[src/rtl/regfile_multiport_if.sv]
// -----------------------------------------------------------------------------
// regfile_multiport_if
//   Bundles the data-path signals of regfile_multiport: the write port, the
//   NUM_READ read ports, the clear request and the busy flag.
//
//   master : the client (decode stage / testbench). It drives the write
//            port, the read requests and clear_req. It samples rdata and busy.
//   slave  : the register file itself.
//
//   Signals
//     we, waddr, wdata   write enable, address, data
//     re                 per-port read enable (bit i = port i)
//     raddr              packed read addresses, port i at [i*ADDR_W +: ADDR_W]
//     rdata              packed registered read data, port i at [i*WIDTH +: WIDTH]
//     clear_req          one-cycle request to zero the whole array
//     busy               high while the clear engine runs
// -----------------------------------------------------------------------------
interface regfile_multiport_if #(
  parameter int WIDTH    = 32,
  parameter int DEPTH    = 32,
  parameter int NUM_READ = 2
);
  localparam int ADDR_W = $clog2(DEPTH);

  logic                         we;
  logic [ADDR_W-1:0]            waddr;
  logic [WIDTH-1:0]             wdata;
  logic [NUM_READ-1:0]          re;
  logic [NUM_READ*ADDR_W-1:0]   raddr;
  logic [NUM_READ*WIDTH-1:0]    rdata;
  logic                         clear_req;
  logic                         busy;

  modport master (
    output we, waddr, wdata, re, raddr, clear_req,
    input  rdata, busy
  );

  modport slave (
    input  we, waddr, wdata, re, raddr, clear_req,
    output rdata, busy
  );
endinterface

[src/rtl/regfile_multiport.sv]
// -----------------------------------------------------------------------------
// regfile_multiport
//   Multi-port register file with one write port and NUM_READ registered
//   read ports. Entry 0 can optionally be hardwired to zero. A same-cycle write
//   can optionally be forwarded to a matching read (write-first). Without
//   forwarding, a read returns the pre-edge contents (read-first).
//
//   A sequential clear engine zeroes the array one entry per cycle. It runs
//   after every reset and on clear_req. The storage has no reset of its own,
//   so it can map onto RAM. While the clear engine runs, writes are ignored
//   and every read port loads zero.
//
//   Ports
//     clk   rising-edge clock for all state
//     rst   synchronous, active-high reset; restarts the clear engine
//     bus   regfile_multiport_if.slave (write port, read ports,
//           clear_req, busy)
//
//   The interface instance must be built with the same WIDTH, DEPTH and
//   NUM_READ as this module.
// -----------------------------------------------------------------------------
module regfile_multiport #(
  parameter int WIDTH    = 32,
  parameter int DEPTH    = 32,
  parameter int NUM_READ = 2,
  parameter int ZERO_REG = 1,
  parameter int BYPASS   = 1
) (
  input logic                 clk,
  input logic                 rst,
  regfile_multiport_if.slave  bus
);

  localparam int ADDR_W = $clog2(DEPTH);

  // The address compare is one bit wider than the address. This keeps
  // "addr < DEPTH" meaningful when DEPTH is not a power of two, and harmless
  // when it is.
  localparam logic [ADDR_W:0]   DEPTH_EXT = (ADDR_W + 1)'(DEPTH);
  localparam logic [ADDR_W-1:0] LAST_ADDR = ADDR_W'(DEPTH - 1);

  typedef enum logic {
    IDLE  = 1'b0,
    CLEAR = 1'b1
  } state_t;

  state_t            state_reg;
  logic [ADDR_W-1:0] ptr_reg;
  logic              busy_reg;

  // Storage: no reset, single write port, so it can map onto RAM.
  logic [WIDTH-1:0]  mem [DEPTH];

  // ---------------------------------------------------------------------------
  // Write qualification
  // ---------------------------------------------------------------------------
  logic waddr_in_range;
  logic waddr_is_zero_reg;
  logic user_write;     // a client write that will actually land this edge
  logic clear_write;    // the clear engine zeroing entry ptr_reg this edge

  assign waddr_in_range    = ({1'b0, bus.waddr} < DEPTH_EXT);
  assign waddr_is_zero_reg = (ZERO_REG != 0) && (bus.waddr == '0);

  // A clear_req arriving in IDLE drops a write issued in the same cycle. Reset
  // overrides everything.
  assign user_write  = !rst && (state_reg == IDLE) && bus.we && !bus.clear_req
                       && waddr_in_range && !waddr_is_zero_reg;
  assign clear_write = !rst && (state_reg == CLEAR);

  // The single physical write port is shared between the clear engine and the
  // client. The two sources are mutually exclusive by state.
  logic              mem_we_next;
  logic [ADDR_W-1:0] mem_addr_next;
  logic [WIDTH-1:0]  mem_wdata_next;

  always_comb begin
    mem_we_next    = 1'b0;
    mem_addr_next  = bus.waddr;
    mem_wdata_next = bus.wdata;
    if (clear_write) begin
      mem_we_next    = 1'b1;
      mem_addr_next  = ptr_reg;
      mem_wdata_next = '0;
    end else if (user_write) begin
      mem_we_next    = 1'b1;
    end
  end

  always_ff @(posedge clk) begin
    if (mem_we_next) begin
      mem[mem_addr_next] <= mem_wdata_next;
    end
  end

  // ---------------------------------------------------------------------------
  // Clear engine FSM
  // ---------------------------------------------------------------------------
  always_ff @(posedge clk) begin
    if (rst) begin
      state_reg <= CLEAR;
      ptr_reg   <= '0;
      busy_reg  <= 1'b1;
    end else begin
      case (state_reg)
        CLEAR: begin
          // The edge that zeroes the last entry also ends the clear.
          if (ptr_reg == LAST_ADDR) begin
            state_reg <= IDLE;
            ptr_reg   <= '0;
            busy_reg  <= 1'b0;
          end else begin
            ptr_reg   <= ptr_reg + ADDR_W'(1);
          end
        end
        IDLE: begin
          if (bus.clear_req) begin
            state_reg <= CLEAR;
            ptr_reg   <= '0;
            busy_reg  <= 1'b1;
          end
        end
        default: begin
          state_reg <= CLEAR;
          ptr_reg   <= '0;
          busy_reg  <= 1'b1;
        end
      endcase
    end
  end

  assign bus.busy = busy_reg;

  // ---------------------------------------------------------------------------
  // Read ports
  // ---------------------------------------------------------------------------
  genvar gi;
  generate
    for (gi = 0; gi < NUM_READ; gi++) begin : g_read
      logic [ADDR_W-1:0] addr;
      logic [WIDTH-1:0]  rdata_next;
      logic [WIDTH-1:0]  rdata_reg;

      assign addr = bus.raddr[gi*ADDR_W +: ADDR_W];

      // Priority: out of range, hardwired zero, forwarded write, array.
      // user_write is already false for a dropped write (zero entry, range,
      // clear_req), so the forward never leaks a dropped value.
      always_comb begin
        rdata_next = '0;
        if ({1'b0, addr} >= DEPTH_EXT) begin
          rdata_next = '0;
        end else if ((ZERO_REG != 0) && (addr == '0)) begin
          rdata_next = '0;
        end else if ((BYPASS != 0) && user_write && (bus.waddr == addr)) begin
          rdata_next = bus.wdata;
        end else begin
          rdata_next = mem[addr];
        end
      end

      always_ff @(posedge clk) begin
        if (rst || (state_reg == CLEAR)) begin
          rdata_reg <= '0;
        end else if (bus.re[gi]) begin
          rdata_reg <= rdata_next;
        end
      end

      assign bus.rdata[gi*WIDTH +: WIDTH] = rdata_reg;
    end
  endgenerate

endmodule

[src/flat_wrapper.sv]
// flat-port wrapper written by rule: the top's interface ports become plain ports
module regfile_multiport_flat 
#(
  parameter int WIDTH    = 32,
  parameter int DEPTH    = 32,
  parameter int NUM_READ = 2,
  parameter int ZERO_REG = 1,
  parameter int BYPASS   = 1
)
  (clk, rst, bus_we, bus_waddr, bus_wdata, bus_re, bus_raddr, bus_clear_req, bus_rdata, bus_busy);
  regfile_multiport_if #(.WIDTH(WIDTH), .DEPTH(DEPTH), .NUM_READ(NUM_READ)) bus_i ();
  input logic clk;
  input logic rst;
  input wire logic [$bits(bus_i.we)-1:0] bus_we;
  input wire logic [$bits(bus_i.waddr)-1:0] bus_waddr;
  input wire logic [$bits(bus_i.wdata)-1:0] bus_wdata;
  input wire logic [$bits(bus_i.re)-1:0] bus_re;
  input wire logic [$bits(bus_i.raddr)-1:0] bus_raddr;
  input wire logic [$bits(bus_i.clear_req)-1:0] bus_clear_req;
  output wire logic [$bits(bus_i.rdata)-1:0] bus_rdata;
  output wire logic [$bits(bus_i.busy)-1:0] bus_busy;
  assign bus_i.we = bus_we;
  assign bus_i.waddr = bus_waddr;
  assign bus_i.wdata = bus_wdata;
  assign bus_i.re = bus_re;
  assign bus_i.raddr = bus_raddr;
  assign bus_i.clear_req = bus_clear_req;
  assign bus_rdata = bus_i.rdata;
  assign bus_busy = bus_i.busy;
  regfile_multiport #(.WIDTH(WIDTH), .DEPTH(DEPTH), .NUM_READ(NUM_READ), .ZERO_REG(ZERO_REG), .BYPASS(BYPASS)) u_core (.clk(clk), .rst(rst), .bus(bus_i));
endmodule
[config.mk]
export PLATFORM = sky130hd
export DESIGN_NAME = regfile_multiport_flat
export DESIGN_NICKNAME = d
export VERILOG_FILES = /design/src/rtl/regfile_multiport_if.sv /design/src/rtl/regfile_multiport.sv /design/src/flat_wrapper.sv
export SDC_FILE = /design/constraint.sdc
export NUM_CORES = 1
export LEC_CHECK = 0
export CORE_MARGIN = 2
export CORE_UTILIZATION = 40
export CTS_CLUSTER_DIAMETER = 40
export DETAILED_ROUTE_END_ITERATION = 16
export DONT_BUFFER_PORTS = 1
export PLACE_DENSITY = 0.65
export SLEW_MARGIN = 20
export SYNTH_ARGS = -nofsm -noshare
export SYNTH_HDL_FRONTEND = slang
export SYNTH_SLANG_ARGS = --single-unit
[constraint.sdc]
create_clock -name clk -period 4.15 [get_ports clk]
set_clock_uncertainty 0.05 [all_clocks]
set_input_delay 0.6225 -clock clk [delete_from_list [all_inputs] [get_ports clk]]
set_output_delay 0.6225 -clock clk [all_outputs]
set_load 0.02 [all_outputs]
Yosys cells after proc, flatten, opt, wreduce, memory -nomap -nowiden
Memories as Yosys holds them, arrays and structs flattened. Index checks and enable logic that the tools add are counted.

$add $sub $neg: 1. Equal/unequal tests: 5. Multiplexer cells: 19. Bitwise gates (word level): 1. Reductions and logical operators: 15.

Operator list (count): $mux 32 (5); $logic_not 5->1 (3); $mux 5 (3); $eq 5x5->1 (2); $pmux 5 s2 (1); $mux 1 (8); $logic_and 1x1->1 (7); $add 5x1->5 const B (1); $eq 5x5->1 const B (1); $ne 2x2->1 const B (2); $pmux 1 s2 (2); $logic_not 1->1 (3); $reduce_and 2->1 (1); $logic_or 1x1->1 (1); $not 1->1 (1).

Register bits: 71. Bits in writable memories: 1024. Input port bits: 53. Output and inout bits: 65. Word-level logic and storage cells: 47. Memories kept: 1.

Memory list: u_core.mem (depth 32, bits a word 32, read ports 2, clocked after memory_dff 0, wr ports 1, line regfile_multiport.sv:52) `logic [WIDTH-1:0] mem [DEPTH];`.

Logic depth before layout (Yosys ltp)
Gate-level depths: netlist of the first run.

Depth after elaboration: 9. Depth in mapped cells: 8. Gate-level depth less buffers: 7.

Least setup slack after synthesis of the first run
OpenSTA, ideal clock, no wires.

Path kind: input to register. Start point: input port rst. End point: memory u_core.mem[17][0], enable pin. Setup time: 0.421 ns. Arrival: 3.223 ns. Required time: 3.679 ns. Path slack: 0.456 ns. Stages: 8. Buffers on the path: 3. Path through: clkbuf_1 -> nand2b_1 -> clkbuf_1 -> clkbuf_1 -> nand2_1 -> o31ai_1 -> nand2_1 -> nor2_1.

Word-level cells in the longest chain between the ends: 9. Elaborated cells on any way between the ends: 11. Those cells by class: 5 x mux; 6 x reduce/logical.

RTL lines: from (decl) (line flat_wrapper.sv:13) `input logic rst;`; $logic_not 1->1 * (line regfile_multiport.sv:67, regfile_multiport.sv:69); $logic_and 1x1->1 (3 in series) (line regfile_multiport.sv:67) `assign user_write = !rst && (state_reg == IDLE) && bus.we && !bus.clear_req`; $logic_and 1x1->1 (line regfile_multiport.sv:68) `&& waddr_in_range && !waddr_is_zero_reg;`; $mux 1 (line regfile_multiport.sv:85) `end else if (user_write) begin`; $mux 1 (line regfile_multiport.sv:81) `if (clear_write) begin`; $mux 1 (line regfile_multiport.sv:91) `if (mem_we_next) begin`; $mux 1 (not written as such) (line regfile_multiport.sv:92) `mem[mem_addr_next] <= mem_wdata_next;`; to (decl) (line regfile_multiport.sv:52).

Mark *: on every way between the ends. The rest lies on a longest branch, timed or not.

Final worst setup path of the first run
Start point: register u_core.state_reg. End point: memory u_core.mem[1][22], enable pin.

Word-level cells in the longest chain between the ends: 9. Elaborated cells on any way between the ends: 11. Those cells by class: 5 x mux; 1 x bitwise; 5 x reduce/logical.

RTL lines: from (decl) (line regfile_multiport.sv:47) `state_t state_reg;`; from (signal assigned) (line regfile_multiport.sv:101) `state_reg <= CLEAR;`; from (signal assigned) (line regfile_multiport.sv:109) `state_reg <= IDLE;`; from (signal assigned) (line regfile_multiport.sv:118) `state_reg <= CLEAR;`; $not 1->1 (line regfile_multiport.sv:67); $logic_and 1x1->1 (3 in series) (line regfile_multiport.sv:67); $logic_and 1x1->1 (line regfile_multiport.sv:68); $mux 1 (line regfile_multiport.sv:85); $mux 1 (line regfile_multiport.sv:81); $mux 1 (line regfile_multiport.sv:91); $mux 1 (not written as such) (line regfile_multiport.sv:92).

Several ways; a longest one is shown, not always the timed one.

==> results.md, run 1 <==
- Status: finished clean
- CTS tree: built
- Final worst path period share: 83.1%
- Critical path data required time: roughly 4.5 ns
- GR Overflow Total: 0
- H-Tree Depth: 4
- Area grow syn2layout: 13.4%
- Die H: 358 um
- Hold Violations, Final: 0
- Post-synthesis cell count: between 2000 and 3000
- # rows: approximately 130
- Synth area leaders: edfxtp_1, mux4_2, mux2i_1, a22oi_1, dfxtp_1
- Critical path arrival: ~3.8 ns
- Mapped Nets: 2838
- DRT Pass-1 Iters: 8
- CTS clk-pin slew, worst paths: about 0.060 ns
- Clock sinks: 1095
- CP Capture Type: flop
- Flip-flop count of the largest register after layout: around 1000
- Final Max Slew Viols: 0
- Nets@finish: approximately 2800
- CP max-delay cell: dfxtp_1
- Core Area: approximately 0.12 mm^2
- Gr usage total: between 20% and 30%
- Sw Pwr: about 5.5 mW
- Startpoint types: flop
- Reg power frac: around 48%
- Fin crit period: about 3.4 ns
- Die W: about 360 um
- Initial Util: 40.4%
- Worst-path maximum fanout: 27
- Dpl ws: ~0.80 ns
- Max_cap viols: 0
- Sequential cell area fraction in the yosys report: between 60% and 70%
- DRC violations left: 0
- Final WS setup: between 0.7 and 0.8 ns
- Worst IR Drop VDD: between 0.4 and 0.5 mV
- Fraction of layout cells with a size suffix above 1: a little over a quarter
- RSZ-0062 raised after global routing: false
- Post-Route WL: roughly 150000 um
- Slew HR: a little under a fifth
- Worst-path cell chain: nand2b_2 > mux2i_1 > nand2_1 > nor2_4 > buf_4
- FFs w/ async S/R, synth: 0%
- Fmax: slightly below 300 MHz
- Yosys cell types: 41
- CTS Buf Count: between 100 and 150
- Yosys warns: 0
- Switching Fraction: roughly 22%
- Initial antenna violation count: 6
- Synthesized flop and latch total: about 1100
- First-pass GRT wire length: about 210000 um
- Vias: 29900
- Largest net degree at the start of global routing: 323
- Combinational share of power: 5.5%
- Largest area contributor in the netlist: edfxtp_1
- Critical Setup Path Class: flop to flop
- Hold WC Path Type: input port to flop
- Routed len/inst: around 33 um
- Vias in the first global route: about 31000
- Post-synth EDFFs: between 1000 and 1500
- Final setup viols: 0
- Routability cong.: between 0.8 and 0.9
- Clock share of power: a little under half
- Worst-skew pair later-pin latency: ~0.75 ns
- Int Power: approximately 20 mW
- Most used flip-flop cell after synthesis: edfxtp_1
- Leak: between 15 and 20 nW
- Post-CTS setup buffers: 0
- Most common cell after layout, fill and taps aside: edfxtp_1
- Max clock buf depth: 3
- Commonest non-fill, non-tap cells in the layout: edfxtp_1, mux4_2, mux2i_1, a22oi_1, clkbuf_16
- Post-synth top area share: roughly three fifths
- Vias per cell: between 6 and 7
- Antenna viol nets, final: 0
- Synthesized area per cell: around 18 um^2
- Worst Tran Pin Value: approximately 1.2 ns
- PwrDens: around 440 mW/mm^2
- Ports: about 120
- Initial DRC count: between 3000 and 4000
- Hpwl dp: 86500 um
- Final TNS setup: 0 ns
- IO buf count: 0
- Die area: 0.128 mm^2
- Root buf cell: clkbuf_16
- Mapped Area: around 0.05 mm^2
- CP peak stage delay: around 0.67 ns
-- cell type report --
| cell class | instances | area (um^2) |
|---|---|---|
| clock inverters | 84 | 898 |
| clock buffers | 158 | 3500 |
| diodes | 2 | 5.00 |
| multi-input cells | 1455 | 17200 |
| inverters | 4 | 15.0 |
| well taps | 1637 | 2050 |
| flip-flops and latches | 1095 | 32200 |
| fillers | 10400 | 67200 |
| repair buffers | 93 | 858 |
-- worst paths after layout --
path / startpoint / endpoint / slack, ns / cells after the start
worst max-delay path: u_core.state_reg / u_core.mem[1][22] / 0.70 / 5
worst min-delay path: bus_wdata[3] / u_core.g_read[0].rdata_reg[3] / 0.04 / 2
worst max register to register: u_core.state_reg / u_core.mem[1][22] / 0.70 / 5
worst min register to register: u_core.ptr_reg[3] / u_core.ptr_reg[3] / 0.61 / 2
-- routing by layer --
metal / up-vias / GRT usage [%] / wire length [um]
li1: 12000 / - / -
met1: 15700 / 29.7 / 55400
met2: 1832 / 36.5 / 70000
met3: 359 / 7.53 / 17600
met4: 10 / 8.59 / 5610
met5: - / 0.519 / 146
-- through the flow --
| stage | std cells | hold WS (ns) | util [%] | area [um^2] | total power [mW] |
|---|---|---|---|---|---|
| after floorplan | 2783 | 0.447 | - | 50000 | 13.6 |
| after global placement | 4282 | 0.549 | 42.2 | 52300 | 13.8 |
| after detailed placement | 4282 | 0.562 | 42.2 | 52300 | 13.8 |
| after CTS | 4525 | 0.0104 | 45.7 | 56700 | 25.3 |
| after global routing | 4526 | 0.0296 | 45.8 | 56700 | 25.8 |
| final | 4528 | 0.0368 | 45.8 | 56700 | 25.2 |
-- power groups by stage --
stage               clock (mW)  combinational [mW]  sequential (mW)
detailed placement           0                1.36             12.4
global route              12.2                1.45             12.2
finish                    11.6                1.39             12.2
CTS                       11.7                1.36             12.2
floorplan                    0                1.17             12.4
global placement             0                1.33             12.4
-- what timing repair did --
action | in CTS | in global routing
resized for setup | 0 | 0
setup endpoints to repair | 0 | 0
hold buffers | 1 | 0
endpoints found under the hold margin | 7 | 0
-- cells in the mapped netlist (all sizes together), types with 3 or more instances --
master	n
nor2	47
and2	36
nor2b	4
nand2	81
a22o	64
nand3	4
o21ai	72
a31oi	3
a21oi	73
nand2b	4
dfxtp	71
buf	102
a211o	64
mux4	384
xnor2	10
a221oi	128
inv	4
nor3	8
mux2i	257
or4	3
edfxtp	1024
clkbuf	127
nor3b	5
a22oi	192
-- kinds of logic (layout without fill, tap and decap cells) --
group | Yosys count | in the layout | share of synthesized area [%]
AOI/OAI and AO/OA | 599 | 599 | 8.95
xor gates and xnor gates | 10 | 10 | 0.175
adders and majority gates | 2 | 2 | 0.0500
buffers and inverters | 233 | 339 | 2.04
DFF | 1095 | 1095 | 64.3
muxes | 642 | 642 | 22.4
other | 0 | 2 | 0
and+or+nand+nor | 202 | 202 | 2.03
-- critical path, delay by kind of cell, from the launching register on --
family	cells	cell delay, ns
DFF	1	0.67
buffers and inverters	1	0.33
and+or+nand+nor	3	1.54
muxes	1	0.50
Note: power is estimated with default switching activity, not from simulation.
==> run 2, diff against run 1 <==
clock period = 3.4 ns   (was 4.15 ns; I/O delays follow)
==> run 2 against run 1 <==
Against the previous run:
- critical path depth grew 3
- via count grew 1.1%
- design area grew 0.90%
- clock-buffer cell count shrank 10
- clock power grew 16%
- combinational power grew 27%
- sequential power grew 22%
- final cell count grew 1.4%
- critical endpoint is now u_core.mem[12][27]
- largest power group unchanged
==> results.md, run 2 (synthesis results as in run 1) <==
- Worst IR Drop VDD: 0.470 mV
- CP Launch Point: u_core.state_reg
- Final Max Slew Viols: 0
- Nets@finish: between 2000 and 3000
- Post-route cell area: 0.0572 mm^2
- Status: finished clean
- Max_cap viols: 0
- Critical path data required time: 3.71 ns
- Die W: about 360 um
- Routed wl met2: about 72000 um
- Slew HR: between 20% and 30%
- Dpl ws: ~0.13 ns
- DRC violations left: 0
- Ports: 118
- Final setup viols: 0
- CP Capture Type: flop
- Initial Util: between 40% and 50%
- Hold Violations, Final: 0
- CTS Buf Count: 120
- R2r setup slk: approximately 0.15 ns
- Placed insts: about 4300
- Count of cells resized by post-cts repair: 0
- Worst Tran Pin Value: 1.15 ns
- Root buf cell: clkbuf_16
- Gr usage total: between 20% and 30%
- First-pass GRT wire length: approximately 220000 um
- Area grow syn2layout: 14.4%
- Routability cong.: roughly 0.84
- Hpwl dp: 88600 um
- Clock sinks: 1095
- # rows: 129
- Final WS setup: between 0.15 and 0.2 ns
- CTS clk-pin slew, worst paths: 0.06 ns
- Startpoint types: flop
- Vias in the first global route: ~31000
- R2r endpoint: u_core.mem[12][27]
- Leak: about 19 nW
- Fmax: ~300 MHz
- Highest metal used: met5
- Largest net degree at the start of global routing: around 320
- Critical path's most frequent cell: buf_4
- Max clock buf depth: 3
- Fillers: roughly 10000
- Core Area: around 0.12 mm^2
- CP max-delay cell: nor4b_4
- Die area: ~0.13 mm^2
- Die H: between 300 and 400 um
- Fin crit period: 3.25 ns
- Final worst path period share: between 90 and 100%
- Commonest non-fill, non-tap cells in the layout: edfxtp_1, mux4_2, mux2i_1, a22oi_1, a221oi_1
- DRT Pass-1 Iters: 6
- Worst-path cell chain: nor4b_4 > o21ai_4 > nor3_1 > nor2_1 > buf_4 > buf_12 > nor2_4 > buf_4
- Post-DP Area: 0.0527 mm^2
- Initial DRC count: ~4400
- Final cell count without fillers: roughly 4600
- Routed met3 length: 17100 um
- GR Overflow Total: 0
- Routed len/inst: 32.9 um
- Initial antenna violation count: 12
- Most common cell after layout, fill and taps aside: edfxtp_1
- Min-Delay Path Depth: 1
- Critical Setup Path Class: flop to flop
- Flip-flop count of the largest register after layout: just over 1000
- Reg2Reg Depth: 8
- CTS tree: built
- CP peak stage delay: 0.56 ns
- PwrDens: ~530 mW/mm^2
- Hold WC Path Type: input port to flop
- Worst-skew pair later-pin latency: 0.73 ns
- Vias per cell: around 6.6
- Fraction of layout cells with a size suffix above 1: around a quarter
- RSZ-0062 raised after global routing: false
- Post-CTS setup buffers: 0
- Reg-to-reg critical path startpoint: u_core.state_reg
- Worst-path maximum fanout: 19
- Worst Min Path Start: bus_wdata[28]
- H-Tree Depth: 3
- Met1 Wirelength: 55600 um
- Cell family with most CP delay: simple AND/OR/NAND/NOR gates
- Antenna viol nets, final: 0
- Post-Route WL: approximately 150000 um
- Vias: about 30000
- Critical path arrival: 3.55 ns
- Hold EP: u_core.mem[27][28]
- Buf/Inv on CP: 3
- IO buf count: 0
run 2: cell types whose count changed in the layout (fill, tap and decap cells not counted), moves of 10 or more:
cell / change
dlygate4sd3_1: +33
and2_2: -13
clkbuf_16: -12
and2_1: +13
buf_4: +32
buf_12: +10
run 2: power by group:
group,switching [mW],internal (mW),total [mW]
Clock,5.47,8.08,13.5
Combinational,0.926,0.837,1.76
Sequential,0.0482,14.8,14.9
run 2: timing repair:
item                       in CTS  in global routing
hold buffers                   34                  0
setup endpoints to repair       0                  0
hold endpoints to repair       71                  0
run 2: area by class of cell:
type,count,area (um^2),area share [%]
sequential,1095,32200,56.2
inverter,4,15.0,0.0262
timing repair buffer,167,1600,2.80
clock buffer,148,3230,5.65
clock inverter,76,927,1.62
tap,1637,2050,3.58
antenna,10,25.0,0.0437
multi-input combinational,1455,17200,30.1
run 2: through the flow:
stage	hold slack (ns)	power [mW]	TNS [ns]	util, %
global route	0.0970	31.0	0	46.2
floorplan	0.447	16.6	-66.11	-
detailed placement	0.533	16.9	0	42.5
global placement	0.529	16.8	0	42.5
CTS	0.0417	30.3	0	46.1
finish	0.0962	30.2	0	46.2
run 2: how the worst max path moves through the flow:
stage | to | slack [ns] | cells after the start
floorplan | u_core.mem[17][0] | -0.18 | 8
finish | u_core.mem[12][27] | 0.15 | 8
CTS | u_core.mem[12][23] | 0.21 | 8
detailed placement | u_core.mem[12][29] | 0.13 | 8
global placement | u_core.mem[8][29] | 0.22 | 8
global route | u_core.mem[24][6] | 0.03 | 7
run 2: worst register-to-register path: stages (launching register included):
cell and delay [ns]:
dfxtp_1 0.40, nor4b_4 0.56, o21ai_4 0.11, nor3_1 0.23
nor2_1 0.13, buf_4 0.17, buf_12 0.15, nor2_4 0.56
buf_4 0.51
run 2: layer usage:
layer | vias up | GRT usage (%)
met4 | 4 | 10.2
met1 | 15700 | 30.3
li1 | 12100 | -
met5 | - | 0
met3 | 403 | 5.78
met2 | 1955 | 37.6
